--- src/rtl/md_pkg.sv ---
// Shared encodings for the iterative multiply/divide unit.
// Holds the op codes and the control FSM state type.
package md_pkg;

  typedef enum logic [1:0] {
    MD_MULT  = 2'b00,
    MD_MULTU = 2'b01,
    MD_DIV   = 2'b10,
    MD_DIVU  = 2'b11
  } md_op_e;

  typedef enum logic [1:0] {
    MD_IDLE    = 2'b00,
    MD_MUL     = 2'b01,
    MD_DIV_RUN = 2'b10,
    MD_FINISH  = 2'b11
  } md_state_e;

endpackage

--- src/rtl/md_sign_fix.sv ---
// Conditional two's-complement negate used for sign correction.
// Ports: i_val value, i_neg negate enable, o_val corrected value.
module md_sign_fix #(
  parameter int W = 32
) (
  input  logic [W-1:0] i_val,
  input  logic         i_neg,
  output logic [W-1:0] o_val
);

  assign o_val = i_neg ? (-i_val) : i_val;

endmodule

--- src/rtl/mult_div_unit.sv ---
// Iterative MULT/MULTU/DIV/DIVU unit with 64-bit HI/LO result.
// Ports: clk, reset, start, op, operandA/B in; busy, done, divByZero, hi, lo out.
module mult_div_unit
  import md_pkg::*;
#(
  parameter int WIDTH = 32
) (
  input  logic             clk,
  input  logic             reset,
  input  logic             start,
  input  logic [1:0]       op,
  input  logic [WIDTH-1:0] operandA,
  input  logic [WIDTH-1:0] operandB,
  output logic             busy,
  output logic             done,
  output logic             divByZero,
  output logic [WIDTH-1:0] hi,
  output logic [WIDTH-1:0] lo
);

  localparam int CW = $clog2(WIDTH) + 1;
  localparam logic [CW-1:0] LAST = CW'(WIDTH);

  md_state_e          r_state;
  md_state_e          w_next;
  logic [CW-1:0]      r_cnt;
  logic [2*WIDTH-1:0] r_acc;
  logic [WIDTH-1:0]   r_m;
  logic [WIDTH-1:0]   r_a_orig;
  logic               r_is_div;
  logic               r_neg_q;
  logic               r_neg_r;
  logic               r_done;
  logic               r_dz;
  logic [WIDTH-1:0]   r_hi;
  logic [WIDTH-1:0]   r_lo;

  logic               w_accept;
  logic               w_signed;
  logic               w_a_neg;
  logic               w_b_neg;
  logic [WIDTH-1:0]   w_a_mag;
  logic [WIDTH-1:0]   w_b_mag;

  assign w_accept = (r_state == MD_IDLE) && start;
  assign w_signed = ~op[0];
  assign w_a_neg  = w_signed & operandA[WIDTH-1];
  assign w_b_neg  = w_signed & operandB[WIDTH-1];
  assign w_a_mag  = w_a_neg ? (-operandA) : operandA;
  assign w_b_mag  = w_b_neg ? (-operandB) : operandB;

  // Shift-add: low half holds the multiplier, consumed LSB first.
  logic [WIDTH:0]     w_sum;
  logic [2*WIDTH-1:0] w_mul_nxt;

  assign w_sum = {1'b0, r_acc[2*WIDTH-1:WIDTH]}
               + (r_acc[0] ? {1'b0, r_m} : '0);
  assign w_mul_nxt = {w_sum, r_acc[WIDTH-1:1]};

  // Restoring divide: {remainder, quotient} shifted left each step.
  logic [WIDTH:0]     w_dhi;
  logic [WIDTH+1:0]   w_diff;
  logic               w_borrow;
  logic [2*WIDTH-1:0] w_div_nxt;

  assign w_dhi    = r_acc[2*WIDTH-1:WIDTH-1];
  assign w_diff   = {1'b0, w_dhi} - {2'b00, r_m};
  assign w_borrow = w_diff[WIDTH+1];
  assign w_div_nxt = {
    (w_borrow ? w_dhi[WIDTH-1:0] : w_diff[WIDTH-1:0]),
    r_acc[WIDTH-2:0],
    ~w_borrow
  };

  logic [2*WIDTH-1:0] w_prod;
  logic [WIDTH-1:0]   w_quo;
  logic [WIDTH-1:0]   w_rem;
  logic               w_dz;

  assign w_dz = (r_m == '0);

  md_sign_fix #(.W(2*WIDTH)) u_fix_prod (
    .i_val (r_acc),
    .i_neg (r_neg_q),
    .o_val (w_prod)
  );

  md_sign_fix #(.W(WIDTH)) u_fix_quo (
    .i_val (r_acc[WIDTH-1:0]),
    .i_neg (r_neg_q),
    .o_val (w_quo)
  );

  md_sign_fix #(.W(WIDTH)) u_fix_rem (
    .i_val (r_acc[2*WIDTH-1:WIDTH]),
    .i_neg (r_neg_r),
    .o_val (w_rem)
  );

  always_ff @(posedge clk or posedge reset) begin
    if (reset) r_state <= MD_IDLE;
    else       r_state <= w_next;
  end

  always_comb begin
    w_next = r_state;
    unique case (r_state)
      MD_IDLE: begin
        if (start) w_next = op[1] ? MD_DIV_RUN : MD_MUL;
      end
      MD_MUL, MD_DIV_RUN: begin
        if (r_cnt == LAST) w_next = MD_FINISH;
      end
      MD_FINISH: w_next = MD_IDLE;
      default:   w_next = MD_IDLE;
    endcase
  end

  always_comb begin
    busy      = (r_state != MD_IDLE);
    done      = r_done;
    divByZero = r_dz;
    hi        = r_hi;
    lo        = r_lo;
  end

  always_ff @(posedge clk or posedge reset) begin
    if (reset) begin
      r_cnt    <= '0;
      r_acc    <= '0;
      r_m      <= '0;
      r_a_orig <= '0;
      r_is_div <= 1'b0;
      r_neg_q  <= 1'b0;
      r_neg_r  <= 1'b0;
      r_done   <= 1'b0;
      r_dz     <= 1'b0;
      r_hi     <= '0;
      r_lo     <= '0;
    end else begin
      r_done <= 1'b0;
      case (r_state)
        MD_IDLE: begin
          if (w_accept) begin
            r_cnt    <= '0;
            r_is_div <= op[1];
            r_a_orig <= operandA;
            r_neg_q  <= w_a_neg ^ w_b_neg;
            r_neg_r  <= w_a_neg;
            r_dz     <= 1'b0;
            r_m      <= op[1] ? w_b_mag : w_a_mag;
            r_acc    <= {{WIDTH{1'b0}},
                         (op[1] ? w_a_mag : w_b_mag)};
          end
        end
        MD_MUL: begin
          if (r_cnt != LAST) begin
            r_acc <= w_mul_nxt;
            r_cnt <= r_cnt + 1'b1;
          end
        end
        MD_DIV_RUN: begin
          if (r_cnt != LAST) begin
            r_acc <= w_div_nxt;
            r_cnt <= r_cnt + 1'b1;
          end
        end
        MD_FINISH: begin
          r_done <= 1'b1;
          if (r_is_div) begin
            if (w_dz) begin
              r_hi <= r_a_orig;
              r_lo <= '1;
              r_dz <= 1'b1;
            end else begin
              r_hi <= w_rem;
              r_lo <= w_quo;
            end
          end else begin
            {r_hi, r_lo} <= w_prod;
          end
        end
        default: ;
      endcase
    end
  end

endmodule

--- config.mk ---
export PLATFORM = sky130hd
export DESIGN_NAME = mult_div_unit
export DESIGN_NICKNAME = d
export VERILOG_FILES = /design/src/rtl/md_pkg.sv /design/src/rtl/md_sign_fix.sv /design/src/rtl/mult_div_unit.sv
export SDC_FILE = /design/constraint.sdc
export NUM_CORES = 1
export LEC_CHECK = 0
export CAP_MARGIN = 20
export CELL_PAD_IN_SITES_DETAIL_PLACEMENT = 1
export CELL_PAD_IN_SITES_GLOBAL_PLACEMENT = 1
export CORE_MARGIN = 5
export CORE_UTILIZATION = 45
export DETAILED_ROUTE_END_ITERATION = 8
export GPL_TIMING_DRIVEN = 0
export PLACE_DENSITY_LB_ADDON = 0.1
export SETUP_SLACK_MARGIN = 0.05
export SLEW_MARGIN = 0
export SYNTH_ARGS = -nofsm -noshare
export SYNTH_HDL_FRONTEND = slang
export SYNTH_SLANG_ARGS = --single-unit
--- constraint.sdc ---
create_clock -name clk -period 14.81 [get_ports clk]
set_input_delay 1.481 -clock clk [delete_from_list [all_inputs] [get_ports clk]]
set_output_delay 1.481 -clock clk [all_outputs]
set_load 0.01 [all_outputs]
==> results of run 1 <==
[worst max-delay path by stage]
stage / slack, ps / end / start
after floorplan: 7730 / divByZero$_DFFE_PP0P_ / reset
after global placement: 4800 / r_acc[41]$_DFFE_PP0P_ / reset
after detailed placement: 9490 / r_acc[55]$_DFFE_PP0P_ / r_acc[0]$_DFFE_PP0P_
after CTS: 9420 / r_acc[55]$_DFFE_PP0P_ / r_acc[0]$_DFFE_PP0P_
after global routing: 9150 / r_acc[55]$_DFFE_PP0P_ / r_acc[0]$_DFFE_PP0P_
final: 9310 / r_acc[55]$_DFFE_PP0P_ / r_acc[0]$_DFFE_PP0P_
[critical path, stage by stage, from the launching register on]
cell and delay [ps]:
dfrtp_1 610, clkinv_1 610, clkbuf_1 400, nor2_1 210
ha_1 250, clkbuf_1 190, a211oi_1 340, o21ai_0 300
a2111oi_0 950, o21ai_0 480, a31oi_1 410, o21ai_0 170
xor2_1 250, nand2_1 90, a31oi_1 180
[stage by stage]
step / cell area, um2 / std cells / power [mW] / hold WS [ps]
after floorplan: 16400 / 2034 / 2.83 / 445
after global placement: 18300 / 2630 / 3.77 / 464
after detailed placement: 18300 / 2631 / 3.88 / 468
after CTS: 19200 / 2676 / 4.59 / 481
after global routing: 19200 / 2676 / 4.92 / 501
final: 19200 / 2676 / 4.65 / 476
[kinds of logic after synthesis]
family / synth area share [%]
AOI/OAI and AO/OA: 27.6
and+or+nand+nor: 15.8
buffers and inverters: 5.12
DFF: 31.3
xor gates and xnor gates: 10.1
adders and majority gates: 5.90
muxes: 4.18
[cells in the final DEF (no fill, tap or decap), types with 38 or more instances in the layout]
cell type / instances
xor2_1: 102
clkdlybuf4s50_1: 135
dfrtp_1: 205
inv_1: 73
a21oi_1: 165
xnor2_1: 86
nor2_1: 204
nand2_1: 190
ha_1: 74
clkbuf_1: 131
o21ai_0: 217
a211oi_1: 38
a21o_1: 40
[registers in the layout (all words and copies together), names as in the netlist]
signal	flops
r_acc	64
hi	32
lo	32
r_a_orig	32
r_m	32
r_cnt	6
r_state	2
divByZero	1
done	1
r_is_div	1
r_neg_q	1
r_neg_r	1
[power by group through the flow]
stage | Clock (mW) | Sequential (mW) | Combinational, mW
after floorplan | 0 | 1.00 | 1.82
after global placement | 0 | 1.09 | 2.68
after detailed placement | 0 | 1.11 | 2.77
after CTS | 0.684 | 1.10 | 2.80
after global routing | 0.709 | 1.13 | 3.08
final | 0.677 | 1.12 | 2.86
[area by class of cell]
class	instances	area (um2)	area share, %
multi-input cells	1610	10400	54.1
flip-flops and latches	205	5130	26.7
repair buffers	136	1380	7.18
clock buffers	30	654	3.41
well taps	461	577	3.00
plain buffers	144	557	2.90
inverters	75	289	1.50
clock inverters	15	224	1.17
[routing by layer]
layer  global-route usage, %  routed length (um)  up-vias
met1                    48.8               31900     8732
met5                       0                  13        -
met4                    10.5                2330        2
li1                        -                   -     7683
met3                    5.62                5830      128
met2                    55.6               32900      712
==> key figures, run 1 <==
Timing
  • Final Hold Fails: 0
  • Final min period: 5500 ps
  • Final Max Tran Viols: 0
  • Worst slew margin: 30.3%
  • Part of the cycle the worst path needs: 37.1%
  • # setup viols final: 0
  • Setup slack after layout: 9310 ps
  • Highest Clock Rate: 0.182 GHz
  • RSZ-0062 raised after global routing: false
  • Setup TNS: 0 ps
  • Worst-Margin Slew: 1020 ps
  • Final clock skew: 12.9 ps

Die
  • Row count: 69
  • Core ar.: 0.0357 mm2
  • Initial Utilization: 45.8%
  • # IOs: 136
  • Floorplan die area: 0.0403 mm2
  • Die width: 201 um
  • Die H: 201 um

Power and ir drop
  • Leakage power: 8.02 nW
  • Comb power frac: 61.4%
  • Switching Share: 51.2%
  • Seq pwr share: 24.0%
  • Clk pwr share: 14.6%
  • Cell internal pwr: 2.27 mW
  • Power Density: 242 mW/mm2
  • Net Sw Power: 2.38 mW
  • Worst vdd ir: 0.140 mV

Clocking
  • Clk_lat worst skew: 570 ps
  • Cts hold-fix bufs: 0
  • Clk buf depth: 3
  • Clk sink count: 205
  • CTS Buf Count: 25
  • CTS Root Cell: clkbuf_16
  • H-tree depth: 1
  • CTS tree: yes
  • CTS-repair resized insts: 0
  • Clk slew on worst S/H paths: 60 ps
  • Post-CTS setup buffers: 0

Detailed routing
  • Final Routed Wirelength: 72,900 um
  • DR DRC count: 0
  • Vias: 17,300
  • Antenna Nets Post-Route: 0
  • Routed length per instance: 27.3 um
  • Average via count per standard cell: 6.45
  • Initial drt markers: 1,333
  • Drt first pass iters: 5

GRT
  • Largest net degree at the start of global routing: 127
  • Initial antenna violation count: 1
  • Vias in the first global route: 17,700
  • Overall routing resource usage: 34.8%
  • First-pass GRT wire length: 110,000 um
  • GR Overflow Total: 0

Setup path
  • Worst r2r dst: r_acc[55]$_DFFE_PP0P_
  • Reg2reg start: r_acc[0]$_DFFE_PP0P_
  • Setup CP Type: flip-flop to flip-flop
  • CP arrival: 5990 ps
  • Top fanout value on the critical path: 10
  • Crit path capture type: flip-flop
  • Nature of the critical path startpoint: flip-flop
  • Reg2reg path depth: 14
  • Flop-to-flop setup slack: 9310 ps
  • Crit path required time: 15,300 ps

Yosys
  • Syn. warnings: 0
  • Post-synth top area cell: dfrtp_1
  • Synthesized area per cell: 8.05 um2
  • Post-synthesis async set-or-reset flop share: 100%
  • Synthesized Nets: 2,179
  • Mapped Area: 0.0164 mm2
  • Unique masters post-synth: 69
  • Syn Inst Count: 2,034
  • Post-synth top flop: dfrtp_1
  • Cell with the most instances after synthesis: o21ai_0
  • Synth top area cells: dfrtp_1, o21ai_0, ha_1, xor2_1, a21oi_1
  • Synth Register Bits: 205
  • EDFF count, synth: 0
  • Commonest cells post-synth: o21ai_0, dfrtp_1, nor2_1
  • Yosys top cell area share: 31.3%
  • Register area share after synthesis: 31.3%

Layout
  • # diodes: 0
  • Share of cells above drive strength 1: 4.92%
  • P&R area growth vs syn: 17.4%
  • Fill cell count: 4,361
  • Final Util: 53.7%
  • Total Nets Final: 2,342

Place
  • Dpl hpwl: 57,700 um
  • Place WS: 9490 ps
  • GPL Wtd Cong: 0.982
  • Port-buffer cells: 135

Hold path
  • Min-Delay Path Class: flip-flop to flip-flop
  • Worst hold path startpoint: hi[22]$_DFFE_PP0P_
  • Hold Path End: hi[22]$_DFFE_PP0P_
  • Hold Crit Depth: 1

Flow run
  • Max Cap Violations: 0

Outcome
  • Status: finished clean
(Power assumes the default switching activity.)
==> run 2: changes to the inputs <==
clock period = 5.2 ns   (was 14.81 ns; I/O delays follow)
==> run 2 against run 1 <==
Register-to-register slack got worse by 8900 ps. Cell area rose by 0.72%. Final cell count increased by 0.22%. Flip-flop and latch count is the same. Die area stayed put. First-iteration DRC count rose by 21%. Largest cell class unchanged.
==> key figures, run 2 (synthesized netlist as in run 1, its figures left out) <==
Place
  • Dpl hpwl: 57,600 um (was 57,700 um)
  • Place WS: -70.4 ps (was 9490 ps)
  • GPL Wtd Cong: 0.973 (was 0.982)
  • Port-buffer cells: 135 (unchanged)
  • Placed Cells: 2,636 (was 2,631)

Clocking
  • H-tree depth: 1 (unchanged)
  • Clk_lat worst skew: 570 ps (about the same)
  • CTS Root Cell: clkbuf_16 (unchanged)
  • CTS Buf Count: 26 (was 25)
  • Post-CTS setup buffers: 0 (unchanged)
  • Clk buf depth: 3 (unchanged)
  • Cts hold-fix bufs: 0 (unchanged)
  • Clk slew on worst S/H paths: 60 ps (about the same)
  • CTS tree: yes (unchanged)
  • Clk sink count: 205 (unchanged)

Power and ir drop
  • Worst vdd ir: 0.358 mV (was 0.140 mV)
  • Power Density: 686 mW/mm2 (was 242 mW/mm2)
  • Leakage power: 8.09 nW (was 8.02 nW)

Setup path
  • CP arrival: 5280 ps (was 5990 ps)
  • Critical path, cell by cell: clkinvlp_4 > clkbuf_1 > nor2_1 > ha_1 > o21ai_0 > o21ai_0 > nand2_1 > a2111oi_0 > nor2_1 > o31ai_1 > nand3_1 > mux2i_1 > a211o_1 (was clkinv_1 > clkbuf_1 > nor2_1 > ha_1 > clkbuf_1 > a211oi_1 > o21ai_0 > a2111oi_0 > o21ai_0 > a31oi_1 > o21ai_0 > xor2_1 > nand2_1 > a31oi_1)
  • Top fanout value on the critical path: 10 (unchanged)
  • CP startpoint: r_acc[0]$_DFFE_PP0P_ (unchanged)
  • Crit path capture type: flip-flop (unchanged)
  • CP max stage delay: 670 ps (was 950 ps)
  • Largest delay share family, worst path: compound AO/OA/AOI/OAI gates (unchanged)
  • Setup CP Type: flip-flop to flip-flop (unchanged)
  • Worst Path Buf+Inv: 2 (was 3)
  • Slowest stage cell, crit path: dfrtp_1 (was a2111oi_0)
  • Crit path required time: 5650 ps (was 15,300 ps)
  • Reg2reg start: r_acc[0]$_DFFE_PP0P_ (unchanged)
  • Nature of the critical path startpoint: flip-flop (unchanged)

Die
  • Die H: 201 um (unchanged)
  • Row count: 69 (unchanged)
  • Die width: 201 um (unchanged)
  • Floorplan die area: 0.0403 mm2 (unchanged)
  • Initial Utilization: 45.8% (unchanged)
  • Core ar.: 0.0357 mm2 (unchanged)
  • # IOs: 136 (unchanged)

Layout
  • Largest reg by FF count: r_acc (unchanged)
  • Most frequent cells in the layout: o21ai_0, dfrtp_1, nor2_1, nand2_1, a21oi_1 (unchanged)
  • Total Nets Final: 2,348 (was 2,342)
  • Max reg flops: 64 (unchanged)
  • Most common cell after layout, fill and taps aside: o21ai_0 (unchanged)
  • P&R area growth vs syn: 18.2% (was 17.4%)
  • Post-route insts no fill: 2,682 (was 2,676)
  • Share of cells above drive strength 1: 5.32% (was 4.92%)
  • Final Util: 54.1% (was 53.7%)

Timing
  • Worst slew margin: 31.3% (was 30.3%)
  • Worst-Margin Slew: 1030 ps (was 1020 ps)
  • Final clock skew: 19.2 ps (was 12.9 ps)
  • Final Hold Fails: 0 (unchanged)
  • RSZ-0062 raised after global routing: false (unchanged)
  • Final Max Tran Viols: 0 (unchanged)
  • Final min period: 4840 ps (was 5500 ps)
  • Setup slack after layout: 362 ps (was 9310 ps)
  • # setup viols final: 0 (unchanged)
  • Part of the cycle the worst path needs: 93.0% (was 37.1%)
  • Highest Clock Rate: 0.207 GHz (was 0.182 GHz)

Hold path
  • Min-Delay Path Class: primary input to async pin (was flip-flop to flip-flop)

Detailed routing
  • Drt first pass iters: 5 (unchanged)
  • Routed length per instance: 27.2 um (was 27.3 um)
  • Antenna Nets Post-Route: 0 (unchanged)
  • Vias: 17,300 (about the same)
  • Average via count per standard cell: 6.44 (was 6.45)
  • DR DRC count: 0 (unchanged)
  • Final Routed Wirelength: 72,800 um (was 72,900 um)
  • Initial drt markers: 1,615 (was 1,333)

Outcome
  • Status: finished clean (unchanged)

GRT
  • Initial antenna violation count: 1 (unchanged)
  • Overall routing resource usage: 34.7% (was 34.8%)
  • Vias in the first global route: 17,700 (about the same)
  • First-pass GRT wire length: 109,000 um (was 110,000 um)
  • Largest net degree at the start of global routing: 39 (was 127)
  • GR Overflow Total: 0 (unchanged)

Flow run
  • Max Cap Violations: 0 (unchanged)
run 2: changes by cell type in the layout (fill, tap and decap cells not counted), moves of 2 or more:
cell,change
clkbuf_8,+8
clkbuf_1,-2
clkinvlp_4,-2
buf_12,+6
clkinv_4,-2
bufinv_16,-2
run 2: worst paths after layout:
| kind | end | slack, ps | cells after the start |
|---|---|---|---|
| max in group asynchronous | r_acc[40]$_DFFE_PP0P_ | 3970 | 5 |
| min in group clk | hi[10]$_DFFE_PP0P_ | 490 | 1 |
| setup reg to reg | r_acc[62]$_DFFE_PP0P_ | 360 | 13 |
| hold / removal | lo[27]$_DFFE_PP0P_ | 210 | 2 |
| setup / recovery | r_acc[62]$_DFFE_PP0P_ | 360 | 13 |
| hold reg to reg | hi[10]$_DFFE_PP0P_ | 490 | 1 |
run 2: what timing repair did:
| item | in CTS | in global routing |
|---|---|---|
| endpoints found under the setup margin | 5 | 6 |
| gates resized for setup | 1 | 2 |
| pin swaps | 0 | 0 |
| hold endpoints to repair | 0 | 0 |
run 2: where the power goes:
part	switching [mW]	leakage (nW)	total, mW	internal [mW]
registers	0.882	2.56	3.18	2.30
clock network	0.764	0.449	1.95	1.19
logic	5.12	5.09	8.14	3.02
run 2: cell type report:
class	instances	area (um2)
multi-input combinational	1610	10400
antenna	1	2.50
sequential	205	5130
buffer	144	557
clock inverter	8	133
fill	4356	16400
clock buffer	37	782
tap	461	577
timing repair buffer	141	1470
inverter	75	289
run 2: through the flow:
stage	instance area, um2	power, mW	hold WS [ps]	setup TNS [ps]
after floorplan	16400	8.05	445	0
after global placement	18300	10.7	464	0
after detailed placement	18400	11.0	472	-70.4
after CTS	19300	13.1	208	0
after global routing	19300	14.0	227	0
final	19300	13.3	209	0
run 2: per-layer routing:
metal	global-route usage (%)	share of wire, %	up-vias
met1	47.2	43	8647
met2	54.5	44	747
met5	0	0	-
li1	-	-	7709
met3	7.85	8.7	167
met4	12.1	4.4	0
==> run 3: changes to the inputs <==
CORE_UTILIZATION = 25   (was 45)
==> run 3 against run 2 <==
Hold slack better by 150 ps. First-iteration DRC count is 31% lower. Wire length is 12% higher. Fmax is 0.80% lower. Final cell count is 15% higher. Cell area is 2.9% higher. Highest routed layer unchanged. Critical path depth stayed put. Via count is 4.1% lower. Critical path type unchanged. Flip-flop and latch count stayed put. Power is 1.0% higher. Combinational power is 0.6% higher.
==> key figures, run 3 (synthesized netlist as in run 1, its figures left out) <==
Timing
  • Final clock skew: 31.7 ps (was 19.2 ps)
  • Part of the cycle the worst path needs: 93.8% (was 93.0%)
  • Worst-Margin Slew: 1020 ps (was 1030 ps)
  • Worst slew margin: 31.8% (was 31.3%)
  • RSZ-0062 raised after global routing: false (unchanged)
  • Final Hold Fails: 0 (unchanged)
  • Final min period: 4880 ps (was 4840 ps)
  • # setup viols final: 0 (unchanged)
  • Highest Clock Rate: 0.205 GHz (was 0.207 GHz)
  • Final Max Tran Viols: 0 (unchanged)

Setup path
  • Crit path capture type: flip-flop (unchanged)
  • Setup CP Type: flip-flop to flip-flop (unchanged)
  • CP arrival: 5320 ps (was 5280 ps)
  • Top fanout value on the critical path: 10 (unchanged)
  • Nature of the critical path startpoint: flip-flop (unchanged)
  • Crit path required time: 5640 ps (was 5650 ps)

GRT
  • Vias in the first global route: 17,200 (was 17,700)
  • Largest net degree at the start of global routing: 39 (unchanged)
  • Initial antenna violation count: 8 (was 1)
  • GR Overflow Total: 0 (unchanged)
  • First-pass GRT wire length: 119,000 um (was 109,000 um)
  • Overall routing resource usage: 22.3% (was 34.7%)

Power and ir drop
  • Switching Share: 50.7% (was 51.0%)
  • Worst vdd ir: 0.254 mV (was 0.358 mV)
  • Clk pwr share: 15.8% (was 14.7%)
  • Net Sw Power: 6.79 mW (was 6.76 mW)
  • Leakage power: 8.13 nW (was 8.09 nW)
  • Seq pwr share: 23.2% (was 24.0%)
  • Cell internal pwr: 6.62 mW (was 6.51 mW)
  • Overall power: 13.4 mW (was 13.3 mW)
  • Comb power frac: 61.0% (was 61.3%)
  • Power Density: 673 mW/mm2 (was 686 mW/mm2)

Die
  • Core ar.: 0.0647 mm2 (was 0.0357 mm2)
  • Row count: 93 (was 69)
  • # IOs: 136 (unchanged)
  • Initial Utilization: 25.3% (was 45.8%)
  • Die H: 266 um (was 201 um)
  • Floorplan die area: 0.0707 mm2 (was 0.0403 mm2)
  • Die width: 266 um (was 201 um)

Clocking
  • CTS Root Cell: clkbuf_16 (unchanged)
  • H-tree depth: 1 (unchanged)
  • Clk_lat worst skew: 590 ps (was 570 ps)
  • Clk buf depth: 3 (unchanged)
  • Clk slew on worst S/H paths: 60 ps (about the same)
  • CTS tree: yes (unchanged)
  • Clk sink count: 205 (unchanged)
  • CTS Buf Count: 27 (was 26)
  • Post-CTS setup buffers: 0 (unchanged)

Outcome
  • Status: finished clean (unchanged)

Place
  • Placed Area: 0.0189 mm2 (was 0.0184 mm2)
  • GPL Wtd Cong: 0.890 (was 0.973)
  • Dpl hpwl: 66,500 um (was 57,600 um)
  • Port-buffer cells: 135 (unchanged)

Detailed routing
  • WL met2: 36,000 um (was 32,100 um)
  • Initial drt markers: 1,122 (was 1,615)
  • Routed length per instance: 26.4 um (was 27.2 um)
  • Met3 wire length: 3710 um (was 6320 um)
  • Average via count per standard cell: 5.38 (was 6.44)
  • Drt first pass iters: 5 (unchanged)
  • Final Routed Wirelength: 81,400 um (was 72,800 um)
  • Vias: 16,600 (was 17,300)
  • DR DRC count: 0 (unchanged)
  • DRT met1 WL: 39,000 um (was 31,300 um)
  • Antenna Nets Post-Route: 0 (unchanged)
  • Max Used Layer: met4 (unchanged)

Layout
  • Share of cells above drive strength 1: 5.44% (was 5.32%)
  • P&R area growth vs syn: 21.7% (was 18.2%)
  • Most frequent cells in the layout: o21ai_0, dfrtp_1, nor2_1, nand2_1, a21oi_1 (unchanged)
  • Fill cell count: 7,778 (was 4,356)
  • FF/Latch Area: 0.00513 mm2 (unchanged)
  • Largest reg by FF count: r_acc (unchanged)
  • Max reg flops: 64 (unchanged)
  • Multi-input logic area: 0.0104 mm2 (about the same)
  • Finished Cell Area: 0.0199 mm2 (was 0.0193 mm2)
  • Total Nets Final: 2,350 (was 2,348)
  • Most common cell after layout, fill and taps aside: o21ai_0 (unchanged)

Hold path
  • Min-Delay Path Class: primary input to async pin (unchanged)

Flow run
  • Max Cap Violations: 0 (unchanged)
## run 3: cell type report
cell class	instances	area share, %
Antenna cell	1	0.0126
Buffer	144	2.80
Clock buffer	39	3.97
Clock inverter	11	0.955
Inverter	75	1.45
Multi-Input combinational cell	1610	52.3
Sequential cell	205	25.8
Tap cell	855	5.37
Timing Repair Buffer	142	7.41
## run 3: repair_timing
action	CTS	global route
resized for setup	0	3
endpoints found under the setup margin	0	5
hold buffers	0	0
## run 3: path summary, 6_finish.rpt
kind	start	to	slack, ps	cells after the start
max reg2reg	r_acc[0]$_DFFE_PP0P_	r_acc[62]$_DFFE_PP0P_	320	13
max	r_acc[0]$_DFFE_PP0P_	r_acc[62]$_DFFE_PP0P_	320	13
max in group asynchronous	reset	r_m[5]$_DFFE_PP0P_	4000	4
min	reset	lo[5]$_DFFE_PP0P_	360	2
min reg2reg	hi[12]$_DFFE_PP0P_	hi[12]$_DFFE_PP0P_	480	1
min in group clk	hi[12]$_DFFE_PP0P_	hi[12]$_DFFE_PP0P_	480	1
## run 3: power groups by stage
| stage | clock network, mW | registers (mW) | logic (mW) |
|---|---|---|---|
| 2_1_floorplan | 0 | 2.86 | 5.19 |
| 3_3_place_gp | 0 | 3.10 | 8.08 |
| 3_5_place_dp | 0 | 3.12 | 8.17 |
| 4_1_cts | 2.17 | 3.10 | 8.21 |
| 5_1_grt | 2.22 | 3.19 | 8.96 |
| 6_report | 2.11 | 3.11 | 8.19 |
## run 3: worst max-delay path: stages (launching register included)
cell and delay (ps):
dfrtp_1 550, clkinvlp_4 360, clkbuf_1 480, nor2_1 110
ha_1 410, o21ai_0 240, o21ai_0 340, nand2_1 240
a2111oi_0 560, nor2_1 250, o31ai_2 530, nand3_1 210
mux2i_1 160, a211o_1 290
## run 3: metal layers
layer	vias to the layer above	track usage (%)
met5	-	0
met4	0	6.48
met3	97	2.77
met2	449	35.1
met1	8312	32.1
li1	7712	-
## run 3: stage by stage
stage	utilization [%]	std cells	TNS, ps	hold WS, ps	worst slack (ps)
finish	30.8	3082	0	362	323
global route	30.8	3081	0	393	108
CTS	30.8	3081	0	344	97.6
detailed placement	29.2	3031	0	479	131
global placement	29.0	3024	-14440	467	-430
floorplan	-	2034	0	445	1980
